===== config.mk =====
export PLATFORM = sky130hd
export DESIGN_NAME = issue_ctrl
export DESIGN_NICKNAME = d
export VERILOG_FILES = /design/src/rtl/issue_ctrl.sv
export SDC_FILE = /design/constraint.sdc
export NUM_CORES = 1
export LEC_CHECK = 0
export ABC_AREA = 0
export CAP_MARGIN = 15
export CORE_ASPECT_RATIO = 0.8
export CORE_MARGIN = 2
export CORE_UTILIZATION = 60
export DETAILED_ROUTE_END_ITERATION = 7
export PLACE_DENSITY = 0.82
export SYNTH_ARGS = -nofsm -noshare
export SYNTH_HDL_FRONTEND = slang
export SYNTH_SLANG_ARGS = --single-unit
export TNS_END_PERCENT = 20

===== constraint.sdc =====
create_clock -name clk_in -period 17.28 [get_ports clk_in]
set_input_delay 3.456 -clock clk_in [delete_from_list [all_inputs] [get_ports clk_in]]
set_output_delay 3.456 -clock clk_in [all_outputs]
set_load 0.02 [all_outputs]

===== src/rtl/issue_ctrl.sv =====
// issue_ctrl: instruction queue plus in-order issue controller.
//
// Buffers fetched {ins, pc} pairs in a circular queue, shows the head
// instruction to an external combinational decoder and issues the decoded
// fields to the RS or the LSB while a ROB entry is free. Illegal (WOW) heads
// are dropped with a one-cycle illegal_pulse.
//
// Ports:
//   clk_in, rst_in (sync, active-high), rdy_in (global freeze), flush_in
//   if_valid/if_ins/if_pc    : fetch push
//   iq_full                  : queue holds depth entries
//   dec_ins -> dec_op/rd/rs1/rs2/imm : decoder round trip for the head
//   rob_full/rs_full/lsb_full: backend occupancy
//   issue_valid, issue_to_lsb, issue_op/rd/rs1/rs2/imm/pc : registered issue
//   illegal_pulse            : one cycle per discarded WOW op
//
// Optional build macro ISSUE_STALL_CNT_EN adds a saturating 32-bit stall_cnt
// output counting rdy_in-high cycles with a legal but blocked head.

// Op encoding shared with the decoder; only the values this block tests.
`ifndef OP_LEN
`define OP_LEN 6
`endif
`ifndef REG_LEN
`define REG_LEN 5
`endif
`ifndef IMM_LEN
`define IMM_LEN 32
`endif
`ifndef LB
`define LB 6'd11
`endif
`ifndef LHU
`define LHU 6'd15
`endif
`ifndef SB
`define SB 6'd16
`endif
`ifndef SD
`define SD 6'd19
`endif
`ifndef LD
`define LD 6'd20
`endif
`ifndef WOW
`define WOW 6'd63
`endif

module issue_ctrl #(
    parameter int unsigned IQ_DEPTH_LOG = 3
) (
    input  logic                clk_in,
    input  logic                rst_in,
    input  logic                rdy_in,
    input  logic                flush_in,
    input  logic                if_valid,
    input  logic [31:0]         if_ins,
    input  logic [31:0]         if_pc,
    output logic                iq_full,
    output logic [31:0]         dec_ins,
    input  logic [`OP_LEN-1:0]  dec_op,
    input  logic [`REG_LEN-1:0] dec_rd,
    input  logic [`REG_LEN-1:0] dec_rs1,
    input  logic [`REG_LEN-1:0] dec_rs2,
    input  logic [`IMM_LEN-1:0] dec_imm,
    input  logic                rob_full,
    input  logic                rs_full,
    input  logic                lsb_full,
    output logic                issue_valid,
    output logic                issue_to_lsb,
    output logic [`OP_LEN-1:0]  issue_op,
    output logic [`REG_LEN-1:0] issue_rd,
    output logic [`REG_LEN-1:0] issue_rs1,
    output logic [`REG_LEN-1:0] issue_rs2,
    output logic [`IMM_LEN-1:0] issue_imm,
    output logic [31:0]         issue_pc,
    output logic                illegal_pulse
`ifdef ISSUE_STALL_CNT_EN
    ,
    output logic [31:0]         stall_cnt
`endif
);

    localparam int unsigned Depth = 1 << IQ_DEPTH_LOG;
    localparam logic [IQ_DEPTH_LOG:0] DepthCnt = Depth[IQ_DEPTH_LOG:0];

    typedef struct packed {
        logic                to_lsb;
        logic [`OP_LEN-1:0]  op;
        logic [`REG_LEN-1:0] rd;
        logic [`REG_LEN-1:0] rs1;
        logic [`REG_LEN-1:0] rs2;
        logic [`IMM_LEN-1:0] imm;
        logic [31:0]         pc;
    } issue_t;

    logic [31:0] ins_mem [Depth];
    logic [31:0] pc_mem  [Depth];

    logic [IQ_DEPTH_LOG-1:0] head_q, head_d, tail_q, tail_d;
    logic [IQ_DEPTH_LOG:0]   count_q, count_d;
    logic                    valid_q, valid_d, pulse_q, pulse_d;
    issue_t                  issue_q, issue_d;
    logic                    wr_en;

    logic empty, head_lsb, head_illegal, blocked, push, pop, issue_go;

    assign empty   = (count_q == '0);
    assign iq_full = (count_q == DepthCnt);
    assign dec_ins = empty ? 32'h0 : ins_mem[head_q];

    assign head_lsb     = (dec_op >= `LB && dec_op <= `LHU) || (dec_op == `LD) ||
                          (dec_op >= `SB && dec_op <= `SD);
    assign head_illegal = (dec_op == `WOW);
    assign blocked      = rob_full || (head_lsb ? lsb_full : rs_full);
    // Illegal heads leave regardless of backend occupancy.
    assign pop          = !empty && (head_illegal || !blocked);
    assign issue_go     = pop && !head_illegal;
    // Full check uses the current count, so a same-cycle pop does not free a slot.
    assign push         = if_valid && !iq_full;

    always_comb begin
        head_d  = head_q;
        tail_d  = tail_q;
        count_d = count_q;
        valid_d = valid_q;
        pulse_d = pulse_q;
        issue_d = issue_q;
        wr_en   = 1'b0;
        if (rdy_in) begin
            if (flush_in) begin
                head_d  = '0;
                tail_d  = '0;
                count_d = '0;
                valid_d = 1'b0;
                pulse_d = 1'b0;
            end else begin
                wr_en = push;
                if (push) tail_d = tail_q + 1'b1;
                if (pop)  head_d = head_q + 1'b1;
                unique case ({push, pop})
                    2'b10:   count_d = count_q + 1'b1;
                    2'b01:   count_d = count_q - 1'b1;
                    default: count_d = count_q;
                endcase
                valid_d = issue_go;
                pulse_d = pop && head_illegal;
                if (issue_go) begin
                    issue_d = '{to_lsb: head_lsb, op: dec_op, rd: dec_rd, rs1: dec_rs1,
                                rs2: dec_rs2, imm: dec_imm, pc: pc_mem[head_q]};
                end
            end
        end
    end

    always_ff @(posedge clk_in) begin
        if (rst_in) begin
            head_q  <= '0;
            tail_q  <= '0;
            count_q <= '0;
            valid_q <= 1'b0;
            pulse_q <= 1'b0;
            issue_q <= '0;
        end else begin
            head_q  <= head_d;
            tail_q  <= tail_d;
            count_q <= count_d;
            valid_q <= valid_d;
            pulse_q <= pulse_d;
            issue_q <= issue_d;
            if (wr_en) begin
                ins_mem[tail_q] <= if_ins;
                pc_mem[tail_q]  <= if_pc;
            end
        end
    end

    assign issue_valid   = valid_q;
    assign illegal_pulse = pulse_q;
    assign issue_to_lsb  = issue_q.to_lsb;
    assign issue_op      = issue_q.op;
    assign issue_rd      = issue_q.rd;
    assign issue_rs1     = issue_q.rs1;
    assign issue_rs2     = issue_q.rs2;
    assign issue_imm     = issue_q.imm;
    assign issue_pc      = issue_q.pc;

`ifdef ISSUE_STALL_CNT_EN
    logic [31:0] stall_q, stall_d;

    // Counts regardless of flush: the head was still blocked that cycle.
    always_comb begin
        stall_d = stall_q;
        if (rdy_in && !empty && !head_illegal && blocked && stall_q != 32'hFFFF_FFFF) begin
            stall_d = stall_q + 32'd1;
        end
    end

    always_ff @(posedge clk_in) begin
        if (rst_in) stall_q <= '0;
        else        stall_q <= stall_d;
    end

    assign stall_cnt = stall_q;
`endif

endmodule


; After elaboration in Yosys (flattened, before gate mapping)
; Memory sizes are Yosys's and may differ from the RTL's. A register that Yosys moved wholly into a read port is not among the register bits.
; Index checks and enable logic that the tools add are counted.
[totals]
register_bits = 66
mem_bits_rw = 512
input_bits = 125
out_inout_bits = 121
elab_cells = 66
n_memories = 2
[op_classes]
add_sub_neg = 4
n_lt_le_gt_ge = 4
eq_ne = 5
mux = 17
n_bitwise = 1
reduce_logical = 22
[memory_table]
columns = memory, depth, word_bits, read_ports, rd_clocked_by_memory_dff, wr, line
row1 = ins_mem, 8, 32, 1, 1, 1, 97  ; logic [31:0] ins_mem [Depth];
row2 = pc_mem, 8, 32, 1, 1, 1, 98  ; logic [31:0] pc_mem [Depth];
[ops]
columns = operator, count
row1 = two-way mux 32 bit, 1
row2 = two-way mux 3 bit, 6
row3 = two-way mux 1 bit, 8
row4 = case mux 4 bit (2 select lines), 1
row5 = adder 3 x 1 -> 3 bit (second input constant), 2
row6 = equality test 6 x 5 -> 1 bit (second input constant), 1
row7 = equality test 6 bit (second input constant), 1
row8 = greater-or-equal comparator 6 x 4 -> 1 bit (second input constant), 1
row9 = greater-or-equal comparator 6 x 5 -> 1 bit (second input constant), 1
row10 = <= comparator 6 x 4 -> 1 bit (second input constant), 1
row11 = <= comparator 6 x 5 -> 1 bit (second input constant), 1
row12 = logical AND 1 bit, 6
row13 = AND reduction 2 bit, 3
row14 = adder 4 x 1 -> 4 bit (second input constant), 1
row15 = equality test 4 bit (second input constant), 1
row16 = logical NOT 1 bit, 4
row17 = logical NOT 4 bit, 1
row18 = logical OR 1 bit, 4
row19 = two-way mux 4 bit, 1
row20 = nonzero test 2 bit, 2
row21 = subtractor 4 x 1 -> 4 bit (second input constant), 1
row22 = AND reduction 3 bit, 1
row23 = nonzero test 3 bit, 1
row24 = equality test 2 x 1 -> 1 bit (second input constant), 1
row25 = other kinds (2), 2

; Depth between registers and ports, before layout
[logic_depth]
ltp_word = 13
mapped_depth = 11

; Worst setup path after synthesis
; OpenSTA, ideal clock, no wires.
[synth_path]
path_kind = input-to-reg
from = in flush_in
to = mem ins_mem[0][0], enable pin
setup_ps = 565
arrival_ps = 8359
t_required_ps = 16715
setup_slack_ps = 8356
stages = 4
path_buffers = 1
path_cell_list = clkbuf_1 > nor2_1 > nand3_1 > nor3_1
[synth_between]
elab_chain_cells = 5
[synth_lines]
columns = element, line
row1 = start: declaration, 55  ; input logic flush_in,
row2 = two-way mux 1 bit, 131  ; if (flush_in) begin
row3 = two-way mux 1 bit, 130  ; if (rdy_in) begin
row4 = two-way mux 1 bit, 171  ; if (wr_en) begin
row5 = two-way mux 1 bit, 157  ; if (rst_in) begin
row6 = two-way mux 1 bit (implied by the code), 172  ; ins_mem[tail_q] <= if_ins;
row7 = end: declaration, 97
; No other way between the ends.

==> impl_results.md <==
- Outcome: finished, final reports clean
- CTS max path bufs: 3
- Synthesis-to-layout area growth: 20.7%
- Count leader, synth: edfxtp_1
- Final Critical Period: 6.99 ns
- Nets: 1612
- Root Buffer: clkbuf_16
- # fillers: 2205
- Final GP Congestion: 0.851
- Dpl cell area: 26000 um2
- Worst-path clk slew: 0.06 ns
- Leakage: 0.00849 uW
- Maximum clock rate: 143 MHz
- CP startpoint kind: flip-flop
- Peak VDD IR: 94.5 uV
- Min-Delay Path Depth: 2
- CP endpoint kind: primary output
- Global-route wire length before repair: 72500 um
- Die ar.: 40000 um2
- Worst clock skew: 0.0124 ns
- Cell taking the most area after synthesis: edfxtp_1
- DRT iter0 DRCs: 1084
- Max_cap viols: 0
- Depth of the worst register-to-register path: 7
- Worst path cell trace: buf_4, mux4_2, mux2i_1, nor2_1, clkdlybuf4s50_1
- Worst-Margin Slew: 1.10 ns
- Row cnt: 64
- Average wire per standard cell: 24.0 um
- Num ports: 246
- Final instance area: 27800 um2
- Hold path start: issue_imm[18]
- RR Endpoint: ins_mem[3][17]
- Critical Path Slowest Stage Cell: buf_4
- CTS resizes: 0
- 1st-pass router iterations: 5
- Vias in the first global route: 12300
- Post-Syn Area: 23000 um2
- Overall Global Routing Usage: 24.4%
- Final hold viol count: 0
- Worst Hold End: issue_imm[18]
- Place WS: 10.61 ns
- # setup viols final: 0
- Post-synth ARST share: 0%
- Antenna violations before repair: 4
- Total congestion overflow: 0
- Register area share after synthesis: 75.5%
- TritonCTS clock tree: yes
- Share of layout cells above drive strength 1: 16.7%
- Yosys reg bits: 613
- RR Startpoint: count_q[0]
- Slowest stage delay, CP: 0.79 ns
- Top-area cell type share of the netlist area: 66.7%
- Slew Limit Fails: 0
- Yosys warns: 0
- Post-route ant nets: 0
- CP max FO: 46
- Crit path arrival time: 3.53 ns
- Post-synth top cells: edfxtp_1 (512), mux4_2 (128), nand2_1 (118), dfxtp_1 (101), nor2_1 (80)
- Die span in y: 179 um
- Hpwl dp: 27500 um
- Power per cell area: 104 nW/um2
- Slew HR: 26.5%
- Final WL: 48700 um
- Cell count after synthesis: 1229
- Initial Utilization: 60.6%
- Top post-synthesis cells by area: edfxtp_1 (67%), mux4_2 (13%), dfxtp_1 (8.8%)
- Post-CTS Hold Buffers: 0
- Post-synth EDFFs: 512
- Setup slack, reg-to-reg: 14.17 ns
- Crit path kind: flip-flop to primary output
- Vias per cell: 6.00
- Unrepaired setup endpoints after global routing: false
- Yosys cell types: 46
- Via count: 12200
- Setup bufs post-CTS: 0
- Largest net degree at the start of global routing: 102
- Setup total negative slack: 0 ns
- Worst setup margin: 10.29 ns
- Mapped Nets: 1359
- Period utilization: 40.4%
- Total CTS buffers: 55
- Worst Hold Class: flip-flop to flip-flop
- Htree depth: 2
- Req. time, crit path: 13.82 ns
- Post-synth top flop: edfxtp_1
- # clock sinks: 613
- # DRC: 0
- Core box area: 38000 um2
- Worst skew pair latency: 0.59 ns
- Syn Area/Cell: 18.8 um2
- Hold WS: 0.452 ns
- Die W: 223 um
- Port-buffer cells: 245
-- per-layer routing --
layer	global-route usage [%]	share of wire [%]
met5	0	0.082
met3	5.51	7.7
met2	40.5	49
met4	6.88	2.1
met1	33.2	41
-- cell usage in the layout (no fill, tap or decap), types with 13 or more instances in the layout --
cell / Yosys / final
dfxtp_1: 101 / 95
a21oi_1: 57 / 57
clkbuf_16: 0 / 56
mux4_2: 128 / 128
clkdlybuf4s50_1: 0 / 244
buf_4: 4 / 23
edfxtp_1: 512 / 512
nand2_1: 118 / 118
clkinv_1: 0 / 14
clkinv_2: 0 / 13
nor2_1: 80 / 74
a211oi_1: 32 / 32
mux2i_1: 65 / 65
-- kinds of logic (layout without fill, tap and decap cells) --
logic type               count (synthesis)  count (layout)  synth area share, %
adder cells (fa/ha/maj)                  5               5                0.304
AO/OA/AOI/OAI                          114             114                 3.14
buffers and inverters                   77             377                 1.61
multiplexers                           194             194                 15.4
flip-flops                             613             613                 75.5
other                                    0               2                    0
XOR/XNOR                                 1               1               0.0380
AND/OR/NAND/NOR                        225             225                 4.02
-- state kept, by name, indices dropped and copies added, names as in the netlist, named ones only --
name           cells
count_q            4
issue_rd           5
issue_imm         32
issue_rs2          5
tail_q             3
issue_rs1          5
issue_op           6
issue_pc          32
illegal_pulse      1
head_q             3
issue_valid        1
ins_mem          256
issue_to_lsb       1
pc_mem           256
-- metrics by stage --
| stage | power (uW) | std cells | utilization (%) |
|---|---|---|---|
| after global routing | 2980 | 2025 | 73.1 |
| after CTS | 2920 | 2024 | 73.1 |
| after detailed placement | 1730 | 1920 | 68.4 |
| after floorplan | 1670 | 1229 | - |
| final | 2900 | 2026 | 73.1 |
| after global placement | 1720 | 1920 | 68.4 |
-- power breakdown --
group          switching (uW)  internal [uW]
Combinational            46.4           42.1
Clock                     520            682
Sequential               2.65           1600
-- layout make-up --
| cell class | instances | area [um2] | share of cell area (%) |
|---|---|---|---|
| clock buffer | 62 | 1420 | 5.12 |
| timing repair buffer | 267 | 2620 | 9.40 |
| clock inverter | 42 | 364 | 1.31 |
| antenna | 2 | 5.00 | 0.0180 |
| sequential | 613 | 17400 | 62.6 |
| multi-input combinational | 539 | 5350 | 19.2 |
| inverter | 6 | 22.5 | 0.0810 |
| tap | 495 | 619 | 2.23 |
-- worst max path at each step --
stage,startpoint,to,cells past startpoint
finish,flip-flop,dec_ins[1],5
floorplan,flush_in,ins_mem[0][0],4
detailed placement,dec_op[0],count_q[3],12
global placement,dec_op[3],count_q[3],12
global route,flip-flop,dec_ins[19],5
CTS,flip-flop,dec_ins[1],5
-- critical path, delay by kind of cell, from the launching register on --
family,cells,cell delay (ns)
and+or+nand+nor,1,0.12
buffers and inverters,2,1.37
muxes,2,0.81
DFF,1,0.62
(Power assumes the default switching activity.)
